`src/rtl/tdm_frame_ctrl.sv`:
```
// Frame timing controller for the serial TDM path.
// Generates (master) or tracks (slave) a NUM_CH x 8-bit frame and publishes
// frame_sync, channel/bit position, per-channel strobes, lock and sync errors.
//
// state | meaning
// ------+---------------------------------------------------------------
// IDLE  | stopped; position held at channel 0 bit 7, nothing asserted
// HUNT  | slave only; waiting for an ext_fs rising edge to start a frame
// RUN   | slot counter advancing; master free-runs, slave checks ext_fs
//
// The state's outputs are all registered: every output is loaded from the
// next-state values computed combinationally, so they change on the same
// edge as the internal slot counter.

module tdm_frame_ctrl #(
    parameter int NUM_CH     = 32,
    parameter int LOCK_COUNT = 3,
    parameter int ERR_LIMIT  = 2
) (
    input  logic        serial_clk,
    input  logic        reset,
    input  logic        enable_async,
    input  logic        slave_mode,
    input  logic        ext_fs,
    input  logic [31:0] ch_mask,
    output logic        frame_sync,
    output logic [4:0]  ch_num,
    output logic [2:0]  bit_num,
    output logic        ch_active,
    output logic        ch_strobe,
    output logic [15:0] frame_cnt,
    output logic        locked,
    output logic        sync_err,
    output logic [1:0]  state
);

    typedef enum logic [1:0] {
        IDLE = 2'b00,
        HUNT = 2'b01,
        RUN  = 2'b10
    } state_t;

    localparam logic [7:0] LAST_POS = 8'(NUM_CH * 8 - 1);
    localparam int         GW       = $clog2(LOCK_COUNT + 1);
    localparam int         EW       = $clog2(ERR_LIMIT + 1);
    localparam logic [GW-1:0] GOOD_SAT = GW'(LOCK_COUNT);
    localparam logic [EW-1:0] MISS_LIM = EW'(ERR_LIMIT);

    // registered state
    state_t        state_q;
    logic [7:0]    pos_q;
    logic [31:0]   mask_q;
    logic [GW-1:0] good_q;
    logic [EW-1:0] miss_q;
    logic          slave_q;

    // input conditioning
    logic          en_meta;
    logic          en_s;
    logic          fs_prev;
    logic          fs_edge;

    // next-state values
    state_t        nxt_state;
    logic [7:0]    nxt_pos;
    logic [31:0]   nxt_mask;
    logic [GW-1:0] nxt_good;
    logic [EW-1:0] nxt_miss;
    logic          nxt_locked;
    logic          nxt_err;
    logic          nxt_slave;
    logic          frame_start;
    logic          last_slot;
    logic [GW-1:0] good_sat;
    logic [EW-1:0] miss_inc;
    logic          nxt_run;
    logic          nxt_active;

    assign fs_edge   = ext_fs & ~fs_prev;
    assign last_slot = (pos_q == LAST_POS);
    assign good_sat  = (good_q >= GOOD_SAT) ? GOOD_SAT : good_q + GW'(1);
    assign miss_inc  = miss_q + EW'(1);
    assign state     = state_q;

    // Double-flop the run request and keep last ext_fs level for edge detection.
    always_ff @(posedge serial_clk or posedge reset) begin
        if (reset) begin
            en_meta <= 1'b0;
            en_s    <= 1'b0;
            fs_prev <= 1'b0;
        end else begin
            en_meta <= enable_async;
            en_s    <= en_meta;
            fs_prev <= ext_fs;
        end
    end

    // Next-state decision: start, wrap, realign, miss handling and stop-at-frame-end.
    always_comb begin
        nxt_state   = state_q;
        nxt_pos     = pos_q;
        nxt_mask    = mask_q;
        nxt_good    = good_q;
        nxt_miss    = miss_q;
        nxt_locked  = locked;
        nxt_err     = 1'b0;
        nxt_slave   = slave_q;
        frame_start = 1'b0;

        case (state_q)
            IDLE: begin
                nxt_pos    = '0;
                nxt_locked = 1'b0;
                if (en_s) begin
                    nxt_slave = slave_mode;
                    if (slave_mode) begin
                        nxt_state = HUNT;
                    end else begin
                        nxt_state   = RUN;
                        frame_start = 1'b1;
                        nxt_locked  = 1'b1;
                    end
                end
            end

            HUNT: begin
                nxt_pos    = '0;
                nxt_locked = 1'b0;
                if (!en_s) begin
                    nxt_state = IDLE;
                end else if (fs_edge) begin
                    nxt_state   = RUN;
                    frame_start = 1'b1;
                    nxt_good    = GW'(1);
                    nxt_miss    = '0;
                    nxt_locked  = (LOCK_COUNT <= 1);
                end
            end

            RUN: begin
                nxt_pos = pos_q + 8'd1;
                if (last_slot && !en_s) begin
                    // A pending stop takes effect only at the frame boundary,
                    // and outranks any ext_fs activity on that slot.
                    nxt_state  = IDLE;
                    nxt_pos    = '0;
                    nxt_locked = 1'b0;
                end else if (!slave_q) begin
                    if (last_slot) begin
                        frame_start = 1'b1;
                    end
                end else if (fs_edge) begin
                    frame_start = 1'b1;
                    nxt_miss    = '0;
                    if (last_slot) begin
                        nxt_good   = good_sat;
                        nxt_locked = (good_sat >= GOOD_SAT);
                    end else begin
                        nxt_err    = 1'b1;
                        nxt_locked = 1'b0;
                        nxt_good   = GW'(1);
                    end
                end else if (last_slot) begin
                    nxt_err    = 1'b1;
                    nxt_good   = '0;
                    nxt_locked = 1'b0;
                    nxt_miss   = miss_inc;
                    if (miss_inc >= MISS_LIM) begin
                        nxt_state = HUNT;
                        nxt_pos   = '0;
                    end else begin
                        frame_start = 1'b1;
                    end
                end
            end

            default: begin
                nxt_state  = IDLE;
                nxt_pos    = '0;
                nxt_locked = 1'b0;
            end
        endcase

        // Every load of slot 0 in RUN captures the mask for the whole frame.
        if (frame_start) begin
            nxt_pos  = '0;
            nxt_mask = ch_mask;
        end
    end

    assign nxt_run    = (nxt_state == RUN);
    assign nxt_active = nxt_run & nxt_mask[nxt_pos[7:3]];

    // FSM state, counters and all registered outputs.
    always_ff @(posedge serial_clk or posedge reset) begin
        if (reset) begin
            state_q    <= IDLE;
            pos_q      <= '0;
            mask_q     <= '0;
            good_q     <= '0;
            miss_q     <= '0;
            slave_q    <= 1'b0;
            frame_sync <= 1'b0;
            ch_num     <= '0;
            bit_num    <= 3'd7;
            ch_active  <= 1'b0;
            ch_strobe  <= 1'b0;
            frame_cnt  <= '0;
            locked     <= 1'b0;
            sync_err   <= 1'b0;
        end else begin
            state_q    <= nxt_state;
            pos_q      <= nxt_pos;
            mask_q     <= nxt_mask;
            good_q     <= nxt_good;
            miss_q     <= nxt_miss;
            slave_q    <= nxt_slave;
            frame_sync <= nxt_run & (nxt_pos == 8'd0);
            ch_num     <= nxt_pos[7:3];
            bit_num    <= ~nxt_pos[2:0];
            ch_active  <= nxt_active;
            ch_strobe  <= nxt_active & (nxt_pos[2:0] == 3'd7);
            frame_cnt  <= frame_cnt + {15'd0, frame_start};
            locked     <= nxt_locked;
            sync_err   <= nxt_err;
        end
    end

endmodule
```
`config.mk`:
```
export PLATFORM = sky130hd
export DESIGN_NAME = tdm_frame_ctrl
export DESIGN_NICKNAME = d
export VERILOG_FILES = /design/src/rtl/tdm_frame_ctrl.sv
export SDC_FILE = /design/constraint.sdc
export NUM_CORES = 1
export LEC_CHECK = 0
export CAP_MARGIN = 20
export CORE_MARGIN = 1
export CORE_UTILIZATION = 47
export DETAILED_ROUTE_END_ITERATION = 12
export PLACE_DENSITY = 0.75
export SKIP_CTS_REPAIR_TIMING = 1
export SYNTH_ARGS = -nofsm -noshare
export SYNTH_HDL_FRONTEND = slang
export SYNTH_SLANG_ARGS = --single-unit
```
`constraint.sdc`:
```
create_clock -name serial_clk -period 3 [get_ports serial_clk]
set_input_delay 0.45 -clock serial_clk [delete_from_list [all_inputs] [get_ports serial_clk]]
set_output_delay 0.45 -clock serial_clk [all_outputs]
set_load 0.05 [all_outputs]
```
* Word-level counts from Yosys, hierarchy flattened
Index checks and enable logic that the tools add are counted.
** Operators by class
- $add $sub $neg :: 4
- Multiply operators :: 0
- Divide/modulo/power cells :: 0
- Order comparisons :: 4
- Equality and inequality tests :: 12
- Shifts and indexed selects :: 0
- Multiplexer cells :: 58
- Bitwise gates (word level) :: 6
- Reduce and logical (&&, ||, !) cells :: 8
** Operators with widths (count)
- $mux 8 :: 7
- $mux 2 :: 23
- $mux 32 :: 1
- $mux 1 :: 21
- $add 16x1->16 :: 1
- $add 8x1->8 const B :: 1
- $eq 8x8->1 const B :: 1
- $logic_not 8->1 :: 1
- $ne 2x2->1 const B :: 4
- $pmux 2 s2 :: 2
- $ge 2x2->1 const B :: 3
- $lt 5x6->1 const B :: 1
- $ne 3x3->1 const B :: 2
- $pmux 2 s3 :: 1
- $reduce_and 6->1 :: 1
- $bmux 1 s5 :: 1
- $add 2x1->2 const B :: 2
- $and 1x1->1 :: 4
- $eq 2x2->1 const B :: 2
- $ne 4x4->1 const B :: 1
- $reduce_and 2->1 :: 2
- $eq 3x3->1 const B :: 1
- $not 3->3 :: 1
- $pmux 1 s3 :: 1
- other kinds (7) :: 7
** Storage, ports and cells
- Bits in registers :: 79
- Bits in latches :: 0
- Memory bits (writable) :: 0
- ROM bits :: 0
- Bits of input ports :: 37
- Output and inout bits :: 31
- Logic and storage cells :: 109
- Memories kept :: 0

* Logic depth before layout (Yosys ltp)
- Depth after elaboration :: 13
- Depth in mapped cells :: 14
- Depth with buffers taken out :: 12

* Least setup slack after synthesis
No wires, ideal clock.
- Path type :: register to register
- From :: register state_q[0], in the netlist state[0]
- To :: register frame_cnt[12]
- Arrival :: 3347 ps
- Setup slack :: -429 ps
- Cell stages (with the launch flop) :: 13
- Buffers on the path :: 2
- Clock period less this slack :: 3429 ps
- Cell sequence :: dfrtp_1 or2_2 a21oi_1 nor2_4 inv_2 clkbuf_1 clkbuf_1 ha_1 ha_1 nand2_1 or2_2 nor2_1 xor2_1
** On the way
- Cells in the longest elaborated chain, start to end :: 3
- Elaborated cells between the ends (all ways) :: 5
** Ends and longest elaborated chain
- start: declaration :: RTL line 50 : state_t state_q;
- start signal: assignment :: RTL line 212 : state_q <= nxt_state;
- $eq 2x2->1, or another cell as far along :: RTL line 110 : case (state_q)
- $pmux 1 s3 * :: RTL line 110
- $add 16x1->16 * :: RTL line 223 : frame_cnt <= frame_cnt + {15'd0, frame_start};
- end signal: assignment :: RTL line 223
- end: declaration :: RTL line 31 : output logic [15:0] frame_cnt,
Mark *: on every way between the ends. The rest lies on a longest branch, timed or not.
A chain may end at the register's enable or synchronous reset.

* Final worst setup path
- From :: register pos_q[0]
- To :: register ch_strobe
** On the way
- Cells in the longest elaborated chain, start to end :: 12
- Elaborated cells between the ends (all ways) :: 28
** Ends and longest elaborated chain
- start: declaration :: RTL line 51 : logic [7:0] pos_q;
- start signal: assignment :: RTL line 213 : pos_q <= nxt_pos;
- $add 8x1->8 :: RTL line 141 : nxt_pos = pos_q + 8'd1;
- $mux 8 :: RTL line 168 : if (miss_inc >= MISS_LIM) begin
- $mux 8 :: RTL line 163 : end else if (last_slot) begin
- $mux 8 :: RTL line 152 : end else if (fs_edge) begin
- $mux 8 :: RTL line 148 : end else if (!slave_q) begin
- $mux 8 :: RTL line 142 : if (last_slot && !en_s) begin
- $mux 8 :: RTL line 110
- $mux 8 :: RTL line 185 : if (frame_start) begin
- $bmux 1 s5 :: RTL line 192 : assign nxt_active = nxt_run & nxt_mask[nxt_pos[7:3]];
- $mux 1 (implied by the code) :: RTL line 192
- $and 1x1->1 :: RTL line 192
- $and 1x1->1 * :: RTL line 222 : ch_strobe <= nxt_active & (nxt_pos[2:0] == 3'd7);
- end signal: assignment :: RTL line 222
- end: declaration :: RTL line 30 : output logic ch_strobe,
Mark *: on every way between the ends. The rest lies on a longest branch, timed or not. The select of a mux whose other input is x is not followed.

==> results.cfg <==
[run_status]
status = finished, final reports clean

[logic_synthesis]
synth-async-reset-ratio = 1.00
ys.warnings.count = 0
synth_edf_count = 0
yosys.area.top_type = dfrtp_1
avgSynthCellArea_um2 = 9.21
netlist_area_um2 = 3740
synth_top_area_frac = 0.475
synthSimpleGateAreaFrac = 0.245
synthAdderAreaFrac = 0.0134
ys_seq_elements = 74
yosys.cell_count.top_type = nand2_1
syn-num-nets = 447
synth_common_cells = nand2_1 (117), dfrtp_1 (71), nand3_1 (21)
synth_compound_area_frac = 0.137
synth_top_family_by_area = simple AND/OR/NAND/NOR gates
synth_mux_area_frac = 0.00569
synth_cells = 406
synth_flop_cell = dfrtp_1
synthTopCellsByArea = dfrtp_1 (47%), nand2_1 (12%), xnor2_1 (3.7%), nand3_1 (2.8%), dfstp_2 (2.1%)
yosysSeqAreaShare = 0.496
synth_xor_area_frac = 0.0538
ys_types = 69

[global_routing]
grtUsageTotal = 0.244
grt_pass1_vias = 3215
grt_max_degree = 75
antenna_found_initial = 0
grt_pass1_wl_um = 15700
gr-total-overflow = 0

[floorplanning]
design.core.area_um2 = 7730
start_util = 0.484
die_w_um = 91.2
row_count = 32
die_h_um = 91.2
design.die.area_um2 = 8320
ios = 68

[cells_and_area]
syn_to_final_growth_pct = 28.3
drive_gt1_frac = 0.127
n_antenna_cell = 0
final_net_count = 523
seq_area_um2 = 1860
fill_cells = 670
multiInputGateArea_um2 = 1730

[placed_design]
io_buffer_count = 67
pre_cts_slack_ns = -0.0122
dpl.hpwl_um = 6980
gp_congestion = 0.924

[timing]
hold_viol = 0
fin_ws_ns = 0.0940
setup_viol = 0
drv_slew = 0
worst_pin_slew_ns = 0.713
fmax_ghz = 0.344
finClkSkew_ns = 0.0100
finalCritPeriodShare = 0.969
post-route-min-period_ns = 2.91
slew_headroom = 0.521
grt_setup_unrepaired = true
holdWs_ns = 0.360

[drt]
drtIter0Drc = 185
postRouteAntennaNets = 0
vias = 3260
via_per_inst = 5.53
drt-total-wl_um = 9500
post_drt_wl_per_cell_um = 16.1
dr.pass1.iters = 5
drc = 0

[hold_path]
hp-class = reg2reg
whs_path_depth = 0

[clock_tree]
insertion_delay_ns = 0.35
tritoncts.num_buffers = 9
htree_levels = 3
clock-sinks = 74
cts_buffer_depth = 2
cts.clk_slew.worst_paths_ns = 0.09
cts_tree = done
clockRootBuffer = clkbuf_8

[power_and_ir_drop]
leakage_nw = 2.15
ir_drop_mv = 0.355
powerDensity_nw_per_um2 = 795

[critical_path]
cp_slowest_cell = dfrtp_1
worstPathArrival_ns = 3.20
start_kind = flip-flop
critPathMaxStageDelay_ns = 0.48
critPathMaxFanout = 9
r2r_cells = 10
required_ns = 3.29
path_cells = ha_2 > nand4_2 > nor2_1 > inv_1 > o211ai_1 > and3_2 > o21a_1 > a21oi_1 > nor4_1 > a21bo_2
cp-end-kind = flip-flop
crit_type = reg2reg

[run]
cap_violations = 0
==> cell type report <==
| type | count | area share |
|---|---|---|
| tap | 102 | 0.0266 |
| sequential | 74 | 0.387 |
| multi-input combinational | 299 | 0.360 |
| clock buffer | 9 | 0.0258 |
| inverter | 14 | 0.0109 |
| timing repair buffer | 84 | 0.169 |
| clock inverter | 7 | 0.0211 |
==> power breakdown <==
| part | internal [W] | switching [W] | total [W] |
|---|---|---|---|
| combinational | 0.000509 | 0.000829 | 0.00134 |
| clock | 0.000476 | 0.000415 | 0.000891 |
| sequential | 0.00133 | 0.000258 | 0.00159 |
==> cells by family after synthesis <==
kind of cell	after synthesis
buffers and inverters	33
muxes	2
and+or+nand+nor	199
xor gates and xnor gates	23
adders and majority gates	4
DFF	74
AOI/OAI and AO/OA	71
==> path summary, 6_finish.rpt <==
| kind | start | to | slack, ns |
|---|---|---|---|
| min in group asynchronous | reset | frame_cnt[4] | 0.49 |
| setup reg to reg | pos_q[0] | ch_strobe | 0.09 |
| hold reg to reg | en_meta | en_s | 0.36 |
| hold / removal | en_meta | en_s | 0.36 |
| max in group asynchronous | reset | bit_num[0] | 2.19 |
| setup / recovery | pos_q[0] | ch_strobe | 0.09 |
==> worst max-delay path: cells and delay by family (launching register included) <==
family / cells / cell delay, ns
flops: 1 / 0.48
simple gates: 4 / 1.21
buf+inv: 1 / 0.17
fa+ha+maj: 1 / 0.28
compound gates: 4 / 0.71
==> placed cells by master, fill, tap and decap left out, types with 3 or more instances in the layout <==
cell type        synthesis  routed
a21oi_1                 13      11
a31oi_1                  4       4
a32oi_1                  4       4
and3_1                   4       4
buf_4                    5      16
clkbuf_8                 2       9
clkdlybuf4s50_1          0      67
dfrtp_1                 71      71
dfstp_2                  3       3
inv_1                   13      12
nand2_1                117     117
nand2b_1                 6       6
nand3_1                 21      21
nand4_1                  7       7
nor2_1                  16      16
nor2b_1                  3       3
nor3_1                   4       3
o211ai_1                 6       6
o21a_1                   3       3
o21ai_0                 11      11
o22ai_1                  3       3
or2_2                    3       3
xnor2_1                 16      16
xor2_1                   7       7
==> layer usage <==
metal	up-vias	track usage	part of all wire
met5	-	0	0
met4	0	0.104	0.021
met3	18	0.0377	0.055
met2	124	0.391	0.47
met1	1568	0.330	0.45
li1	1550	-	-
==> stage by stage <==
| stage | instance area (µm²) | power (W) | instances | util | TNS, ns |
|---|---|---|---|---|---|
| detailed placement | 4570 | 0.00294 | 573 | 0.591 | -0.0122 |
| finish | 4800 | 0.00382 | 589 | 0.621 | 0 |
| floorplan | 3760 | 0.00244 | 406 | - | 0 |
| global route | 4800 | 0.00403 | 589 | 0.621 | -0.0990 |
| CTS | 4790 | 0.00383 | 589 | 0.620 | 0 |
| global placement | 4570 | 0.00289 | 573 | 0.591 | 0 |
==> state kept, by name, indices dropped and copies added (netlist names), 2 cells and up <==
| register | count |
|---|---|
| state | 2 |
| mask_q | 32 |
| pos_q | 7 |
| bit_num | 3 |
| frame_cnt | 16 |
| good_q | 2 |
| miss_q | 2 |
No activity file was read; power rests on OpenSTA's default activity.
